<file path="config.mk">
export PLATFORM = sky130hd
export DESIGN_NAME = mem_access
export DESIGN_NICKNAME = d
export VERILOG_FILES = /design/src/rtl/mem_access_pkg.sv /design/src/rtl/mem_timeout_cnt.sv /design/src/rtl/mem_access.sv
export SDC_FILE = /design/constraint.sdc
export NUM_CORES = 1
export LEC_CHECK = 0
export ABC_AREA = 0
export BUFFER_PORTS_ARGS = -buffer_cell sky130_fd_sc_hd__buf_2
export CAP_MARGIN = 15
export CORE_ASPECT_RATIO = 0.5
export CORE_MARGIN = 2
export CORE_UTILIZATION = 46
export CTS_BUF_LIST = sky130_fd_sc_hd__clkbuf_2
export DETAILED_ROUTE_END_ITERATION = 10
export GPL_TIMING_DRIVEN = 0
export PLACE_DENSITY_LB_ADDON = 0.2
export SLEW_MARGIN = 30
export SYNTH_ARGS = -nofsm -noshare
export SYNTH_HDL_FRONTEND = slang
export SYNTH_HIERARCHICAL = 1
export SYNTH_SLANG_ARGS = --single-unit
</file>
<file path="constraint.sdc">
create_clock -name clk -period 2.1 [get_ports clk]
set_input_delay 0.21 -clock clk [delete_from_list [all_inputs] [get_ports clk]]
set_output_delay 0.21 -clock clk [all_outputs]
set_load 0.1 [all_outputs]
</file>
<file path="src/rtl/mem_access_pkg.sv">
// Shared types and constants for the memory access stage.
// Holds the FSM state encoding and the default abort timeout.
package mem_access_pkg;

  typedef enum logic [1:0] {
    IDLE = 2'd0,
    BUSY = 2'd1,
    DONE = 2'd2,
    ERR  = 2'd3
  } state_t;

  localparam int TIMEOUT_DEF = 255;
  localparam int CNT_W       = 16;

endpackage

</file>
<file path="src/rtl/mem_timeout_cnt.sv">
// Timeout counter for the memory access stage.
// Ports: clk, reset (async, active-low), clear, enable; tc = terminal count.
module mem_timeout_cnt #(
  parameter int W     = 16,
  parameter int LIMIT = 255
) (
  input  logic clk,
  input  logic reset,
  input  logic clear,
  input  logic enable,
  output logic tc
);

  localparam logic [W-1:0] LAST = W'(LIMIT - 1);

  logic [W-1:0] count;

  always_ff @(posedge clk or negedge reset) begin
    if (!reset) begin
      count <= '0;
    end else if (clear) begin
      count <= '0;
    end else if (enable) begin
      count <= count + W'(1);
    end
  end

  assign tc = (count == LAST);

endmodule

</file>
<file path="src/rtl/mem_access.sv">
// MEM stage: issues one load/store, waits for mem_ack or aborts on timeout.
// Ports: op_* from EX/MEM, mem_* to memory, main_mem_dat/stall/done/err out.
module mem_access
  import mem_access_pkg::*;
#(
  parameter int DATA_W  = 16,
  parameter int TIMEOUT = TIMEOUT_DEF
) (
  input  logic              clk,
  input  logic              reset,
  input  logic              op_valid,
  input  logic              op_read,
  input  logic              op_write,
  input  logic [DATA_W-1:0] op_adr,
  input  logic [DATA_W-1:0] op_wdat,
  input  logic              flush,
  output logic              mem_req,
  output logic              mem_we,
  output logic [DATA_W-1:0] mem_adr,
  output logic [DATA_W-1:0] mem_wdat,
  input  logic              mem_ack,
  input  logic [DATA_W-1:0] mem_rdat,
  output logic [DATA_W-1:0] main_mem_dat,
  output logic              stall,
  output logic              done,
  output logic              err
);

  state_t state;
  state_t next;

  logic mem_op;
  logic issue;
  logic in_busy;
  logic tc;

  assign mem_op  = op_valid & (op_read | op_write) & ~flush;
  assign issue   = (state == IDLE) & mem_op;
  assign in_busy = (state == BUSY);

  mem_timeout_cnt #(
    .W     (CNT_W),
    .LIMIT (TIMEOUT)
  ) u_cnt (
    .clk    (clk),
    .reset  (reset),
    .clear  (issue),
    .enable (in_busy & ~mem_ack),
    .tc     (tc)
  );

  always_ff @(posedge clk or negedge reset) begin
    if (!reset) begin
      state <= IDLE;
    end else begin
      state <= next;
    end
  end

  // ack beats timeout when both land in the terminal cycle
  always_comb begin
    next = state;
    unique case (state)
      IDLE: if (mem_op) next = BUSY;
      BUSY: begin
        if (mem_ack) begin
          next = DONE;
        end else if (tc) begin
          next = ERR;
        end
      end
      DONE: next = IDLE;
      ERR:  next = IDLE;
      default: next = IDLE;
    endcase
  end

  // a simultaneous read+write is issued as a write
  always_ff @(posedge clk or negedge reset) begin
    if (!reset) begin
      mem_adr      <= '0;
      mem_wdat     <= '0;
      mem_we       <= 1'b0;
      main_mem_dat <= '0;
    end else begin
      if (issue) begin
        mem_adr  <= op_adr;
        mem_wdat <= op_wdat;
        mem_we   <= op_write;
      end
      if (in_busy & mem_ack & ~mem_we) begin
        main_mem_dat <= mem_rdat;
      end
    end
  end

  // derived from state so async reset drops them at once
  assign mem_req = in_busy;
  assign done    = (state == DONE);
  assign err     = (state == ERR);
  assign stall   = in_busy | issue;

endmodule

</file>
==> impl_results.md <==
* Worst-path clk slew at 0.17 ns
* Crit start category: register
* Violation count after the first detailed-routing iteration at 62
* Setup repair after global routing missed its margin: yes
* FFs w/ async S/R, synth at 100%
* HP Class: in -> async
* Predominant post-synthesis flop cell: dfrtp_1
* Clock sinks at 67
* Max-slew headroom at 66.5%
* H-Tree Depth at 3
* Area grow syn2layout at 47.3%
* Max-cap violations at 0
* TritonCTS clock tree: built
* Worst hold slack at 0.103 ns
* Setup Skew at 0.00470 ns
* Post-route ant nets at 0
* Critical path cell sequence: buf_4 > nand2b_4 > nor2_1 > clkbuf_4 > o211ai_4 > or3_1 > or3_1 > a21oi_1
* Syn Nets at approximately 260
* Critical Path Max Stage Delay at 0.44 ns
* Fin crit period at just over 2 ns
* Die Area at 7120 um^2
* FF-to-FF path depth at 8
* Seq cells post-synth at 67
* WP data required at 2.52 ns
* Vias/cell at 4.80
* Largest fanout on the critical path at 7
* # setup viols final at 0
* Crit path capture: u_cnt/count[15]
* Port Buffers at 107
* Post-Synth Simple-Gate Area at 10.7%
* Hold Fails Final Rpt at 0
* Clock Tree Root: clkbuf_2
* WP data arrival at 2.47 ns
* Crit-path leading delay family: simple AND/OR/NAND/NOR gates
* Initial core utilization at 48.2%
* Number of synthesized flops with an enable pin at 0
* Vias in the first global route at 2309
* Aggregate global routing overflow at 0
* Clk Latency, worst-skew pair at 0.48 ns
* Pleak at 0.00210 uW
* VDD IR max at 0.000613 V
* Drt first pass iters at 4
* Worst Setup End Kind: register
* Crit. Startpoint: state[1]
* Worst R2R Start: state[1]
* Fmax at a little under 500 MHz
* Final Cell Area at 4350 um^2
* CP Buf/Inv Count at 2
* Fin nets at 439
* Power per standard cell area at around 1500 nW/um^2
* FP Rows at 20
* Synth Area in Adders at 0.847%
* DP HPWL at approximately 4200 um
* Worst reg2reg endpoint: u_cnt/count[15]
* Yosys warning total at 6
* Synthesized instance count at 206
* Crit share post-route at 97.6%
* Diodes inserted at 0
* DIE HEIGHT at 60.7 um
* Total routed wirelength at 6780 um
* Global Route Usage Sum at 20.5%
* Compound-gate portion of the synthesized area at 2.33%
* Core footprint at 6130 um^2
* Setup TNS at 0 ns
* I/O pin total at between 100 and 150
* Avg Cell Area, Syn at 14.3 um^2
* Number of library cell types mapped by synthesis at 35
* R2r setup slk at 0.05 ns
* Post-synthesis mux area share at a little under a quarter
* Post-synthesis sequential area ratio at 56.7%
* # DRC at 0
* Slew Viols, Final at 0
* Outcome: finished clean
* First-pass GRT wire length at 11200 um
* Post-DP Area at about 3700 um^2
* Wirelength per Cell at about 14 um
* Pin count of the biggest net entering global routing at 53
* Largest family of logic cells by synthesized area: multiplexers
* Clock buffer count from CTS at 9
* RD Place Congestion at 0.791
* Crit path kind: reg -> reg
* Initial antenna violation count at 0
* Worst-Margin Slew at 0.505 ns
* Mapped Area at roughly 3000 um^2
* Slowest cell on the critical path: dfrtp_1
* Levels on crit path at 8
* Fraction of layout cells with a size suffix above 1 at 50.9%
* XOR/XNOR Fraction of Synth Area at 3.26%
* Most frequent CP cell: or3_1
* DIE WIDTH at 117 um
* Vias at between 2000 and 2500
* Max Buffers Root-to-Sink at 2
-- cell families after synthesis --
family,after synthesis
compound gates,11
xor+xnor,11
fa+ha+maj,2
buf+inv,12
flops,67
mux,50
simple gates,53
-- cells in the final DEF, fill, tap and decap left out, types with 2 or more instances in the layout --
cell type / n
a21oi_1: 3
buf_2: 105
buf_4: 7
buf_8: 3
bufinv_16: 2
clkbuf_2: 11
clkbuf_4: 2
clkinv_2: 2
dfrtp_1: 67
dlygate4sd3_1: 52
ha_1: 2
inv_1: 4
mux2_2: 21
mux2_4: 29
nand2_1: 6
nand3_1: 3
nand4_1: 4
nor2_1: 17
nor3_1: 6
nor4_1: 2
o21ai_0: 4
or3_1: 4
xnor2_1: 9
xor2_1: 2
-- cell usage after synthesis, types with 2 or more instances --
cell type / instances / area (um^2)
buf_2: 2 / 10.0
nand4_1: 4 / 25.0
inv_1: 4 / 15.0
dfrtp_1: 67 / 1680
nor4_1: 3 / 18.8
xor2_1: 2 / 17.5
ha_1: 2 / 25.0
nand3_1: 3 / 15.0
a21oi_1: 3 / 15.0
mux2_4: 29 / 435
or3_1: 4 / 25.0
mux2_2: 21 / 236
nor3_1: 6 / 30.0
buf_8: 3 / 45.0
xnor2_1: 9 / 78.8
nor2_1: 17 / 63.8
o21ai_0: 4 / 20.0
nand2_1: 6 / 22.5
-- per-stage QoR --
| stage | utilization (%) | setup WS, ns | total power (uW) | cells |
|---|---|---|---|---|
| 3_5_place_dp | 59.6 | -0.299 | 5520 | 402 |
| 6_report | 71.0 | 0.0513 | 6430 | 475 |
| 2_1_floorplan | - | -0.0209 | 4950 | 206 |
| 5_1_grt | 71.0 | -0.0893 | 6660 | 475 |
| 4_1_cts | 70.8 | 0.0214 | 6460 | 475 |
| 3_3_place_gp | 59.1 | -0.272 | 5470 | 401 |
-- worst min-delay path by stage --
stage               start               to  cells after the start
2_1_floorplan       reset  main_mem_dat[0]                      0
3_3_place_gp   op_wdat[5]      mem_wdat[5]                      2
3_5_place_dp        reset  u_cnt/count[10]                      1
4_1_cts             reset   u_cnt/count[4]                      2
5_1_grt             reset  u_cnt/count[10]                      2
6_report            reset  u_cnt/count[10]                      2
-- flip-flops by register name, indices dropped and copies added (netlist names) --
signal,cells
mem_we,1
state,2
mem_wdat,16
main_mem_dat,16
u_cnt/count,16
mem_adr,16
-- timing repair --
action                                  in CTS  in global routing
hold endpoints to repair                   118                  0
pin swaps                                    1                  0
hold buffers                                52                  0
gates resized for setup                      1                  3
endpoints found under the setup margin      11                  4
setup buffers                                6                  0
-- layer usage --
metal | part of all wire, % | track usage [%]
met2 | 51 | 35.8
met3 | 5.0 | 7.42
met4 | 1.1 | 6.20
met1 | 43 | 24.8
met5 | 0 | 0
-- power breakdown --
group          switching [uW]  internal (uW)
logic                    2980            753
registers                 217           1650
clock network             441            400
-- cell type report --
cell class,count,area (um^2)
Timing Repair Buffer,166,1130
Multi-Input combinational cell,127,1200
Inverter,5,21.3
Clock buffer,11,55.1
Tap cell,88,110
Clock inverter,5,77.6
Buffer,6,76.3
Sequential cell,67,1680
Fill cell,441,1780
Power figures use the tool's default switching activity.
